### config.mk
export PLATFORM = sky130hd
export DESIGN_NAME = reaction_time_meter
export DESIGN_NICKNAME = d
export VERILOG_FILES = /design/src/rtl/reaction_time_meter.sv
export SDC_FILE = /design/constraint.sdc
export NUM_CORES = 1
export LEC_CHECK = 0
export BUFFER_PORTS_ARGS = -buffer_cell sky130_fd_sc_hd__buf_4
export CAP_MARGIN = 20
export CORE_AREA = 2 2 60 62
export CTS_CLUSTER_DIAMETER = 120
export CTS_CLUSTER_SIZE = 14
export DETAILED_ROUTE_END_ITERATION = 16
export DIE_AREA = 0 0 62 64
export PLACE_DENSITY_LB_ADDON = 0.05
export SLEW_MARGIN = 20
export SYNTH_ARGS = -nofsm -noshare
export SYNTH_HDL_FRONTEND = slang
export SYNTH_SLANG_ARGS = --single-unit
### constraint.sdc
create_clock -name Clock -period 2.4 [get_ports Clock]
set_clock_uncertainty 0.05 [all_clocks]
set_input_delay 0.36 -clock Clock [delete_from_list [all_inputs] [get_ports Clock]]
set_output_delay 0.36 -clock Clock [all_outputs]
set_load 0.02 [all_outputs]
### src/rtl/reaction_time_meter.sv
// Reaction-time meter: arms the external delay counter, times the player's press in prescaled ticks,
// and flags false starts / timeouts. Define BEST_TIME_EN to keep the best (minimum) valid time.
module reaction_time_meter #(
  parameter int WIDTH = 11,
  parameter int DIV   = 1000
) (
  input  logic             Clock,
  input  logic             Reset,
  input  logic             Start,
  input  logic             Go,
  input  logic             Button,
  output logic             DelayEnable,
  output logic             Busy,
  output logic [WIDTH-1:0] Time,
  output logic             Valid,
  output logic             FalseStart,
  output logic             Timeout,
  output logic [WIDTH-1:0] Best
);

  typedef enum logic [2:0] {IDLE, ARMED, TIMING, DONE, FAULT} state_t;

  localparam int             PW         = (DIV > 1) ? $clog2(DIV) : 1;
  localparam logic [PW-1:0]  PRESC_LAST = PW'(DIV - 1);
  localparam logic [WIDTH-1:0] TIME_MAX  = {WIDTH{1'b1}};
  localparam logic [WIDTH-1:0] TIME_LAST = TIME_MAX - WIDTH'(1);

  state_t           state_q, state_d;
  logic [PW-1:0]    presc_q, presc_d;
  logic [WIDTH-1:0] time_q, time_d;
  logic             valid_q, valid_d;
  logic             false_start_q, false_start_d;
  logic             timeout_q, timeout_d;
  logic             delay_enable_q, delay_enable_d;
  logic             busy_q, busy_d;
  logic             button_q;
  logic             press_s;
  logic             tick_s;
  logic             arm_s;

  always_comb begin
    state_d       = state_q;
    presc_d       = presc_q;
    time_d        = time_q;
    valid_d       = valid_q;
    false_start_d = false_start_q;
    timeout_d     = timeout_q;
    arm_s         = 1'b0;
    press_s       = Button & ~button_q;
    tick_s        = (presc_q == PRESC_LAST);

    case (state_q)
      IDLE, DONE, FAULT: begin
        if (Start) arm_s = 1'b1;
      end
      ARMED: begin
        // A press on the same edge as Go is still a false start.
        if (press_s) begin
          state_d       = FAULT;
          false_start_d = 1'b1;
        end else if (Go) begin
          state_d = TIMING;
          presc_d = '0;
        end
      end
      TIMING: begin
        if (press_s) begin
          state_d = DONE;
          valid_d = 1'b1;
        end else begin
          presc_d = tick_s ? '0 : presc_q + PW'(1);
          if (tick_s) begin
            time_d = time_q + WIDTH'(1);
            if (time_q == TIME_LAST) begin
              state_d   = DONE;
              timeout_d = 1'b1;
            end
          end
        end
      end
      default: state_d = IDLE;
    endcase

    if (arm_s) begin
      state_d       = ARMED;
      presc_d       = '0;
      time_d        = '0;
      valid_d       = 1'b0;
      false_start_d = 1'b0;
      timeout_d     = 1'b0;
    end

    delay_enable_d = (state_d == ARMED);
    busy_d         = (state_d == ARMED) || (state_d == TIMING);
  end

  always_ff @(posedge Clock or posedge Reset) begin
    if (Reset) begin
      state_q        <= IDLE;
      presc_q        <= '0;
      time_q         <= '0;
      valid_q        <= 1'b0;
      false_start_q  <= 1'b0;
      timeout_q      <= 1'b0;
      delay_enable_q <= 1'b0;
      busy_q         <= 1'b0;
      button_q       <= 1'b0;
    end else begin
      state_q        <= state_d;
      presc_q        <= presc_d;
      time_q         <= time_d;
      valid_q        <= valid_d;
      false_start_q  <= false_start_d;
      timeout_q      <= timeout_d;
      delay_enable_q <= delay_enable_d;
      busy_q         <= busy_d;
      button_q       <= Button;
    end
  end

  assign DelayEnable = delay_enable_q;
  assign Busy        = busy_q;
  assign Time        = time_q;
  assign Valid       = valid_q;
  assign FalseStart  = false_start_q;
  assign Timeout     = timeout_q;

`ifdef BEST_TIME_EN
  logic [WIDTH-1:0] best_q, best_d;

  always_comb begin
    best_d = best_q;
    if ((state_q == TIMING) && (state_d == DONE) && valid_d && (time_d < best_q)) begin
      best_d = time_d;
    end
  end

  always_ff @(posedge Clock or posedge Reset) begin
    if (Reset) best_q <= TIME_MAX;
    else       best_q <= best_d;
  end

  assign Best = best_q;
`else
  assign Best = TIME_MAX;
`endif

endmodule

=== Word-level counts from Yosys, hierarchy flattened ===
Cells that the tools add are included.

* Register bits: 30
* Latch bits: 0
* Memory bits (writable): 0
* ROM bits: 0
* Input port bits: 5
* Output and inout port bits: 27
* Word-level logic and storage cells: 68
* Memories kept: 0

* $add $sub $neg: 2
* Multiply operators: 0
* Div/mod/pow operators: 0
* Order comparisons: 0
* Eq/ne operators: 12
* Shifts and indexed selects: 0
* Multiplexer cells: 29
* Bitwise gates (word level): 2
* Reductions and logical operators: 14

{| class="wikitable"
|+ Operator list
! kind !! count
|-
| 10-bit two-way mux || 5
|-
| 11-bit two-way mux || 4
|-
| 10-bit one-hot mux with 2 select lines || 1
|-
| 3-bit two-way mux || 6
|-
| 1-bit two-way mux || 12
|-
| 11-bit by 1-bit adder with 11-bit output (second input constant) || 1
|-
| 11-bit == test (second input constant) || 1
|-
| 10-bit by 1-bit adder with 10-bit output (second input constant) || 1
|-
| 10-bit == test (second input constant) || 1
|-
| 2-bit nonzero test || 5
|-
| 3-bit by 2-bit == test with 1-bit output (second input constant) || 3
|-
| 3-bit != test (second input constant) || 3
|-
| 3-bit one-hot mux with 3 select lines || 1
|-
| 4-bit AND reduction || 2
|-
| 3-bit by 1-bit == test with 1-bit output (second input constant) || 2
|-
| 2-bit AND reduction || 2
|-
| 3-bit == test (second input constant) || 1
|-
| 3-bit zero test || 1
|-
| 3-bit AND reduction || 1
|-
| 3-bit nonzero test || 1
|-
| 3-bit OR reduction || 1
|-
| 2-bit by 1-bit != test with 1-bit output (second input constant) || 1
|-
| 1-bit AND || 1
|-
| 1-bit logical OR || 1
|-
| 1-bit inverter || 1
|}

=== Longest topological paths before layout ===
Gate-level depths: netlist of run 1.

* Word-level depth: 8
* Mapped depth: 7
* Gate-level depth less buffers: 7

=== Least setup slack after synthesis of run 1 ===
No wires, ideal clock.

* Kind: register to register
* From: register presc_q[0]
* To: register busy_q, in the netlist Busy
* Arrival: 1740 ps
* Data required time: 2225 ps
* Slack: 486 ps
* Cell stages (with the launch flop): 7
* Path buffers: 0
* Cell sequence: dfrtp_1 > ha_1 > nand4_1 > nor3_1 > nand3_1 > nand3_1 > mux2_2

* Word-level cells in the longest chain between the ends: 7
* Elaborated cells on any way between the ends: 8
* Classes of those cells: 3 x eq/ne; 4 x mux; 1 x reduce/logical

{| class="wikitable"
|+ RTL lines
! item !! RTL line !! source
|-
| start, declared || 29 || <nowiki>logic [PW-1:0] presc_q, presc_d;</nowiki>
|-
| start signal, assigned || 110 || <nowiki>presc_q <= presc_d;</nowiki>
|-
| 10-bit == test * || 50 || <nowiki>tick_s = (presc_q == PRESC_LAST);</nowiki>
|-
| 3-bit two-way mux * || 72 || <nowiki>if (tick_s) begin</nowiki>
|-
| 3-bit two-way mux * || 67 || <nowiki>if (press_s) begin</nowiki>
|-
| 3-bit one-hot mux with 3 select lines * || 52 || <nowiki>case (state_q)</nowiki>
|-
| 3-bit two-way mux * || 84 || <nowiki>if (arm_s) begin</nowiki>
|-
| via state_d[0] || 28 || <nowiki>state_t state_q, state_d;</nowiki>
|-
| 3-bit by 1-bit == test with 1-bit output / 3-bit by 2-bit == test with 1-bit output (equally long branches) || 94 || <nowiki>busy_d = (state_d == ARMED) || (state_d == TIMING);</nowiki>
|-
| 1-bit logical OR * || 94 ||
|-
| via busy_d || 35 || <nowiki>logic busy_q, busy_d;</nowiki>
|-
| end signal, assigned || 116 || <nowiki>busy_q <= busy_d;</nowiki>
|-
| end, declared || 35 ||
|}

The timed path passes the listed nets; every way through them passes the cells marked *.
A chain may end at the register's enable or synchronous reset.

=== Worst setup path in the final report of run 1 ===
* From: register state_q[2]
* To: register presc_q[3]

* Word-level cells in the longest chain between the ends: 5
* Elaborated cells on any way between the ends: 14
* Classes of those cells: 7 x eq/ne; 3 x mux; 4 x reduce/logical

{| class="wikitable"
|+ RTL lines
! item !! RTL line !! source
|-
| start, declared || 28 ||
|-
| start signal, assigned || 109 || <nowiki>state_q <= state_d;</nowiki>
|-
| 3-bit by 2-bit == test with 1-bit output (tied with other cells) || 52 ||
|-
| 3-bit OR reduction || 52 ||
|-
| 1-bit two-way mux || 52 ||
|-
| 3-bit != test (no line) / 3-bit nonzero test (equally long branches) || n/a ||
|-
| 4-bit AND reduction (no line) || n/a ||
|}

Several ways; a longest one is shown, not always the timed one.

==> summary.md, run 1 <==
| Metric | Value |
|---|---|
| Post-route cell area | `roughly 0.0020 mm2` |
| Worst-path cell chain | `and3b_2 > o21a_1 > buf_4 > nor2_2 > nor2_1 > a22o_1` |
| Max-cap viol count | `0` |
| Root Buffer | `clkbuf_4` |
| Clk sinks | `30` |
| Static Leakage | `between 0.8 and 0.9 nW` |
| # diodes | `0` |
| Unrepaired setup endpoints after global routing | `false` |
| Async SR Flop Fraction | `1.00` |
| Placed cells | `252` |
| Cell area after synthesis | `0.00175 mm2` |
| Critical path buffer and inverter count | `1` |
| Layout area overhead | `12.0%` |
| CP delay by family, top | `simple AND/OR/NAND/NOR gates` |
| CP required | `2.57 ns` |
| Die Footprint | `just under 0.004 mm2` |
| Number of enable flip-flop cells after synthesis | `0` |
| Storage cell area | `roughly 750 um2` |
| Gpl congestion | `between 0.9 and 1` |
| Vias in the first global route | `~1,300` |
| Max Freq | `481 MHz` |
| Tmin final | `2.08 ns` |
| First-pass GRT wire length | `6390 um` |
| Register area share after synthesis | `0.428` |
| WL final | `roughly 3700 um` |
| Initial Util | `0.534` |
| Clk buf depth | `2` |
| CP peak stage delay | `~0.6 ns` |
| Worst Tran Pin Value | `between 0.6 and 0.7 ns` |
| Finished Layout Cells | `259` |
| Global route total overflow | `0` |
| Final hold viol count | `0` |
| Row Count | `21` |
| Fin nets | `roughly 220` |
| Post-route ant nets | `0` |
| Vias | `1,387` |
| Boundary Pins | `32` |
| Routed len/inst | `14.1 um` |
| Worst EP arrival | `2.24 ns` |
| Setup TNS | `0 ns` |
| Initial antenna violation count | `0` |
| Iteration-0 DRC Markers | `103` |
| Dpl cell area | `~0.0019 mm2` |
| Library cells used by synthesis | `49` |
| Tot GR Track Use | `0.216` |
| Die X | `~62 um` |
| Startpoint types | `flip-flop` |
| Cell count of the worst reg-to-reg path | `6` |
| DR vias/cell | `5.36` |
| Final Max Slew Viols | `0` |
| CP startpoint | `state_q[2]` |
| Crit path kind | `flip-flop to flip-flop` |
| Reg2Reg Setup Slack | `0.32 ns` |
| # DRC | `0` |
| Setup Fix Bufs, Post-CTS | `0` |
| Critical-path top delay cell | `dfrtp_1` |
| Seq cells post-synth | `30` |
| Worst setup EP type | `flip-flop` |
| Finish-stage setup viols | `0` |
| Crit Reg-Reg Endpoint | `presc_q[3]` |
| Dpl hpwl | `2720 um` |
| Pwr Density | `between 700 and 800 mW/mm2` |
| Relative slew slack | `0.569` |
| Reg-to-reg critical path startpoint | `state_q[2]` |
| CP max FO | `11` |
| H-tree level count | `2` |
| Worst slack, placed | `0.347 ns` |
| Hold buffers post-CTS | `0` |
| Clk pin slew, worst setup/hold paths | `0.09 ns` |
| DRT Pass-1 Iters | `4` |
| Num CTS Buffers | `5` |
| Port Buf Inserts | `20` |
| Footprint of the multi-input gates | `roughly 910 um2` |
| Hold Path Class | `primary input to async pin` |
| Ys flop type | `dfrtp_1` |
| Fill cell count | `295` |
| Fraction of layout cells with a size suffix above 1 | `0.188` |
| Post-route setup slack | `0.322 ns` |
| Status | `completed` |
| Yosys Warn Count | `0` |
| Post-CTS sizing | `0` |
| Mapped Cells | `approximately 190` |
| Chip height | `64 um` |
| VDD IR-drop max | `approximately 0.35 mV` |
| CTS tree | `done` |
| Skew-Pair Late Insertion Delay | `0.32 ns` |
| Syn_area_per_cell | `9.38 um2` |
| Core area | `0.00328 mm2` |
| Fin crit share | `0.866` |
| Largest net degree at the start of global routing | `31` |
## worst max path at each step
stage                     cells after the start          to  slack, ns
after floorplan                               6        Busy       0.49
after global placement                        6  presc_q[3]       0.42
after detailed placement                      6  presc_q[3]       0.35
after CTS                                     6  presc_q[3]       0.33
after global routing                          6  presc_q[3]       0.16
final                                         6  presc_q[3]       0.32
## area by class of cell
| class | count | area share |
|---|---|---|
| multi-input cells | 147 | 0.462 |
| flip-flops and latches | 30 | 0.382 |
| repair buffers | 25 | 0.0955 |
| well taps | 46 | 0.0293 |
| clock buffers | 7 | 0.0229 |
| inverters | 4 | 0.00764 |
## registers in the layout (all words and copies together), names as in the netlist
signal	flops
Time	11
Busy	1
Timeout	1
DelayEnable	1
Valid	1
presc_q	10
button_q	1
FalseStart	1
state_q	3
## report_power, final
part / internal, mW / total, mW / leakage [nW] / switching, mW
clock network: 0.110 / 0.264 / 0.0254 / 0.154
registers: 0.566 / 0.647 / 0.408 / 0.0808
logic: 0.246 / 0.574 / 0.464 / 0.328
total: 0.922 / 1.48 / 0.898 / 0.563
## tightest hold or removal path, cell delays in order
cell and delay [ns]:
buf_4 0.10, inv_1 0.04, buf_4 0.33
## placed cells by master (no fill, tap or decap), types with 3 or more instances in the layout
| cell | count |
|---|---|
| inv_1 | 4 |
| a21oi_1 | 5 |
| nand2_1 | 14 |
| conb_1 | 11 |
| nor2b_1 | 3 |
| nor3_1 | 4 |
| and3_1 | 4 |
| xor2_1 | 6 |
| buf_4 | 25 |
| clkbuf_4 | 5 |
| dfrtp_1 | 30 |
| o21ai_0 | 12 |
| nand4_1 | 5 |
| nor2_1 | 24 |
| nand2b_1 | 3 |
| nand3_1 | 13 |
| ha_1 | 3 |
| xnor2_1 | 4 |
## per-layer routing
metal | vias to the layer above | global-route usage | share of wire
met5 | - | 0 | 0
met4 | 0 | 0.0665 | 0.0063
met3 | 4 | 0.0547 | 0.044
met2 | 29 | 0.314 | 0.47
met1 | 667 | 0.314 | 0.48
li1 | 687 | - | -
## per-stage QoR
step / util / power, mW / hold WS [ns]
2_1_floorplan: - / 1.11 / 0.341
3_3_place_gp: 0.584 / 1.22 / 0.408
3_5_place_dp: 0.584 / 1.23 / 0.417
4_1_cts: 0.598 / 1.50 / 0.0635
5_1_grt: 0.598 / 1.61 / 0.0798
6_report: 0.598 / 1.48 / 0.0592
## cell families (layout without fill, tap and decap cells)
group,Yosys count,in the layout,synth area share
and+or+nand+nor,89,89,0.280
AOI/OAI and AO/OA,33,33,0.136
DFF,30,30,0.428
buffers and inverters,20,36,0.0756
xor gates and xnor gates,10,10,0.0499
adders and majority gates,3,3,0.0214
other,1,11,0.00214
muxes,1,1,0.00642
## Yosys cell counts, types with 2 or more instances
| cell type | count | area share |
|---|---|---|
| xor2_1 | 6 | 0.030 |
| or4_1 | 2 | 0.0086 |
| inv_1 | 4 | 0.0086 |
| nand4_1 | 5 | 0.018 |
| xnor2_1 | 4 | 0.020 |
| and4_1 | 2 | 0.010 |
| nand2_1 | 14 | 0.030 |
| nor3_1 | 4 | 0.011 |
| o211ai_1 | 2 | 0.0086 |
| nand2b_1 | 3 | 0.011 |
| nor2b_1 | 3 | 0.011 |
| and3_1 | 4 | 0.014 |
| a22o_1 | 2 | 0.010 |
| o21ai_0 | 12 | 0.034 |
| nand3_1 | 13 | 0.037 |
| or3_1 | 2 | 0.0071 |
| nor2_1 | 24 | 0.051 |
| nor3b_1 | 2 | 0.0086 |
| buf_4 | 13 | 0.056 |
| a21oi_1 | 5 | 0.014 |
| o31ai_1 | 2 | 0.0086 |
| dfrtp_1 | 30 | 0.43 |
| ha_1 | 3 | 0.021 |
Power figures use the tool's default switching activity.
==> inputs of run 2 (changes only) <==
CORE_AREA = 2 2 63 65   (was 2 2 60 62)
DIE_AREA = 0 0 65 67   (was 0 0 62 64)
clock period = 1.8 ns   (was 2.4 ns; I/O delays follow)
==> summary.md, run 2 (synthesized netlist as in run 1, its figures left out) <==
| Metric | Value |
|---|---|
| CTS tree | `done (unchanged)` |
| Hold buffers post-CTS | `0 (unchanged)` |
| Setup TNS | `-0.000562 ns (was 0 ns)` |
| Hold Path Class | `primary input to async pin (unchanged)` |
| Vias | `1,577 (was 1,387)` |
| Pwr Density | `1060 mW/mm2 (was 756 mW/mm2)` |
| Initial Util | `0.486 (was 0.534)` |
| VDD IR-drop max | `0.681 mV (was 0.348 mV)` |
| Num CTS Buffers | `5 (unchanged)` |
| Startpoint types | `flip-flop (unchanged)` |
| # diodes | `0 (unchanged)` |
| Worst EP arrival | `1.93 ns (was 2.24 ns)` |
| Post-route ant nets | `0 (unchanged)` |
| # DRC | `0 (unchanged)` |
| Fraction of layout cells with a size suffix above 1 | `0.369 (was 0.188)` |
| Final Max Slew Viols | `0 (unchanged)` |
| Unrepaired setup endpoints after global routing | `true (was false)` |
| Fin crit share | `1.00 (was 0.866)` |
| Global route total overflow | `0 (unchanged)` |
| Commonest cells after routing, fill and taps aside | `59 x buf_4, 28 x dfrtp_1, 23 x nor2_1 (was 30 x dfrtp_1, 25 x buf_4, 24 x nor2_1)` |
| Post-route setup slack | `-0.000562 ns (was 0.322 ns)` |
| First-pass GRT wire length | `7030 um (was 6390 um)` |
| Dpl hpwl | `3000 um (was 2720 um)` |
| Boundary Pins | `32 (unchanged)` |
| WL met2 | `2120 um (was 1720 um)` |
| Worst setup EP type | `flip-flop (unchanged)` |
| Tot GR Track Use | `0.216 (about the same)` |
| Row Count | `22 (was 21)` |
| Max reg flops | `11 (unchanged)` |
| CP required | `1.92 ns (was 2.57 ns)` |
| Finish-stage setup viols | `1 (was 0)` |
| Failing checks | `negative setup slack` |
| Commonest non-fill, non-tap cell in the layout | `buf_4 (was dfrtp_1)` |
| Max Freq | `555 MHz (was 481 MHz)` |
| Skew-Pair Late Insertion Delay | `0.29 ns (was 0.32 ns)` |
| M1 wire length | `1690 um (was 1760 um)` |
| Vias in the first global route | `1,574 (was 1,348)` |
| Root Buffer | `clkbuf_8 (was clkbuf_4)` |
| Fin nets | `256 (was 221)` |
| Status | `finished with violations (was completed)` |
| Clk pin slew, worst setup/hold paths | `0.06 ns (was 0.09 ns)` |
| Dpl cell area | `0.00216 mm2 (was 0.00192 mm2)` |
| Clk buf depth | `2 (unchanged)` |
| CP delay by family, top | `simple AND/OR/NAND/NOR gates (unchanged)` |
| Crit path kind | `flip-flop to flip-flop (unchanged)` |
| Die Footprint | `0.00436 mm2 (was 0.00397 mm2)` |
| Critical-path top delay cell | `or3_4 (was dfrtp_1)` |
| Gpl congestion | `0.841 (was 0.906)` |
| Core area | `0.00361 mm2 (was 0.00328 mm2)` |
| DR top layer | `met4 (unchanged)` |
| DRT Pass-1 Iters | `4 (unchanged)` |
| Iteration-0 DRC Markers | `123 (was 103)` |
| Die X | `65 um (was 62 um)` |
| Chip height | `67 um (was 64 um)` |
| Initial antenna violation count | `0 (unchanged)` |
| Clk sinks | `30 (unchanged)` |
| CP max FO | `5 (was 11)` |
| Static Leakage | `1.14 nW (was 0.898 nW)` |
| DR vias/cell | `5.31 (was 5.36)` |
| Met3 wire len | `232 um (was 160 um)` |
| Port Buf Inserts | `20 (unchanged)` |
| Tmin final | `1.80 ns (was 2.08 ns)` |
| Final hold viol count | `0 (unchanged)` |
| CP peak stage delay | `0.48 ns (was 0.60 ns)` |
| Worst-path cell chain | `nand2b_1 > or3_4 > or3_1 > xor2_1 > nor2_1 (was and3b_2 > o21a_1 > buf_4 > nor2_2 > nor2_1 > a22o_1)` |
| Critical path buffer and inverter count | `0 (was 1)` |
| Largest net degree at the start of global routing | `31 (unchanged)` |
| Post-route cell area | `0.00237 mm2 (was 0.00196 mm2)` |
| WL final | `4130 um (was 3660 um)` |
| H-tree level count | `2 (unchanged)` |
| Routed len/inst | `13.9 um (was 14.1 um)` |
| Layout area overhead | `34.9% (was 12.0%)` |
| Max-cap viol count | `0 (unchanged)` |
-- run 2: changes by cell type in the layout (fill, tap and decap cells not counted), moves of 2 or more --
cell	change
buf_4	+34
clkbuf_8	+6
clkbuf_4	-5
nand3_1	-3
nand3_2	+3
nor3_1	-3
and3_1	-2
dfrtp_1	-2
dfrtp_2	+2
nor3_2	+2
-- run 2: metal layers --
metal | track usage | vias up
li1 | - | 759
met1 | 0.241 | 763
met2 | 0.384 | 47
met3 | 0.0524 | 8
met4 | 0.106 | 0
met5 | 0 | -
-- run 2: area by class of cell --
| cell class | count | area, um2 |
|---|---|---|
| inverters | 4 | 15.0 |
| clock inverters | 1 | 5.00 |
| repair buffers | 60 | 454 |
| well taps | 48 | 60.1 |
| fillers | 333 | 1240 |
| multi-input cells | 147 | 992 |
| flip-flops and latches | 30 | 753 |
| clock buffers | 7 | 86.3 |
-- run 2: report_power, final --
group | switching [mW] | internal (mW) | leakage (nW)
combinational | 0.547 | 0.559 | 0.681
sequential | 0.0848 | 0.761 | 0.406
clock | 0.256 | 0.308 | 0.0482
total | 0.889 | 1.63 | 1.14
-- run 2: worst register-to-register path, delay by kind of cell (launching register included) --
family                    cells  cell delay [ns]
xor gates and xnor gates      1             0.14
and+or+nand+nor               4             1.06
DFF                           1             0.44
-- run 2: path summary, 6_finish.rpt --
check	from	cells after the start	slack, ns	to
setup / recovery	presc_q[5]	5	-0.0006	Time[7]
hold reg to reg	Valid	2	0.48	Valid
max in group asynchronous	Reset	3	1.37	state_q[0]
hold / removal	Reset	3	0.01	DelayEnable
min in group Clock	Button	1	0.06	button_q
setup reg to reg	presc_q[5]	5	-0.0006	Time[7]
-- run 2: metrics by stage --
stage / utilization / worst slack, ns / power (mW) / std cells / hold WS, ns
final: 0.656 / -0.000562 / 2.52 / 297 / 0.0147
after global routing: 0.656 / -0.0909 / 2.68 / 297 / 0.0480
after CTS: 0.635 / -0.0112 / 2.50 / 295 / 0.0192
after detailed placement: 0.599 / -0.0393 / 1.85 / 283 / 0.329
after global placement: 0.599 / 0.00729 / 1.82 / 283 / 0.324
after floorplan: - / -0.00403 / 1.48 / 197 / 0.251
-- run 2: repair_timing --
item,CTS,global route
setup endpoints to repair,4,15
buffers inserted,4,2
pin swaps,1,7
gates resized for setup,3,13
gates cloned,0,0
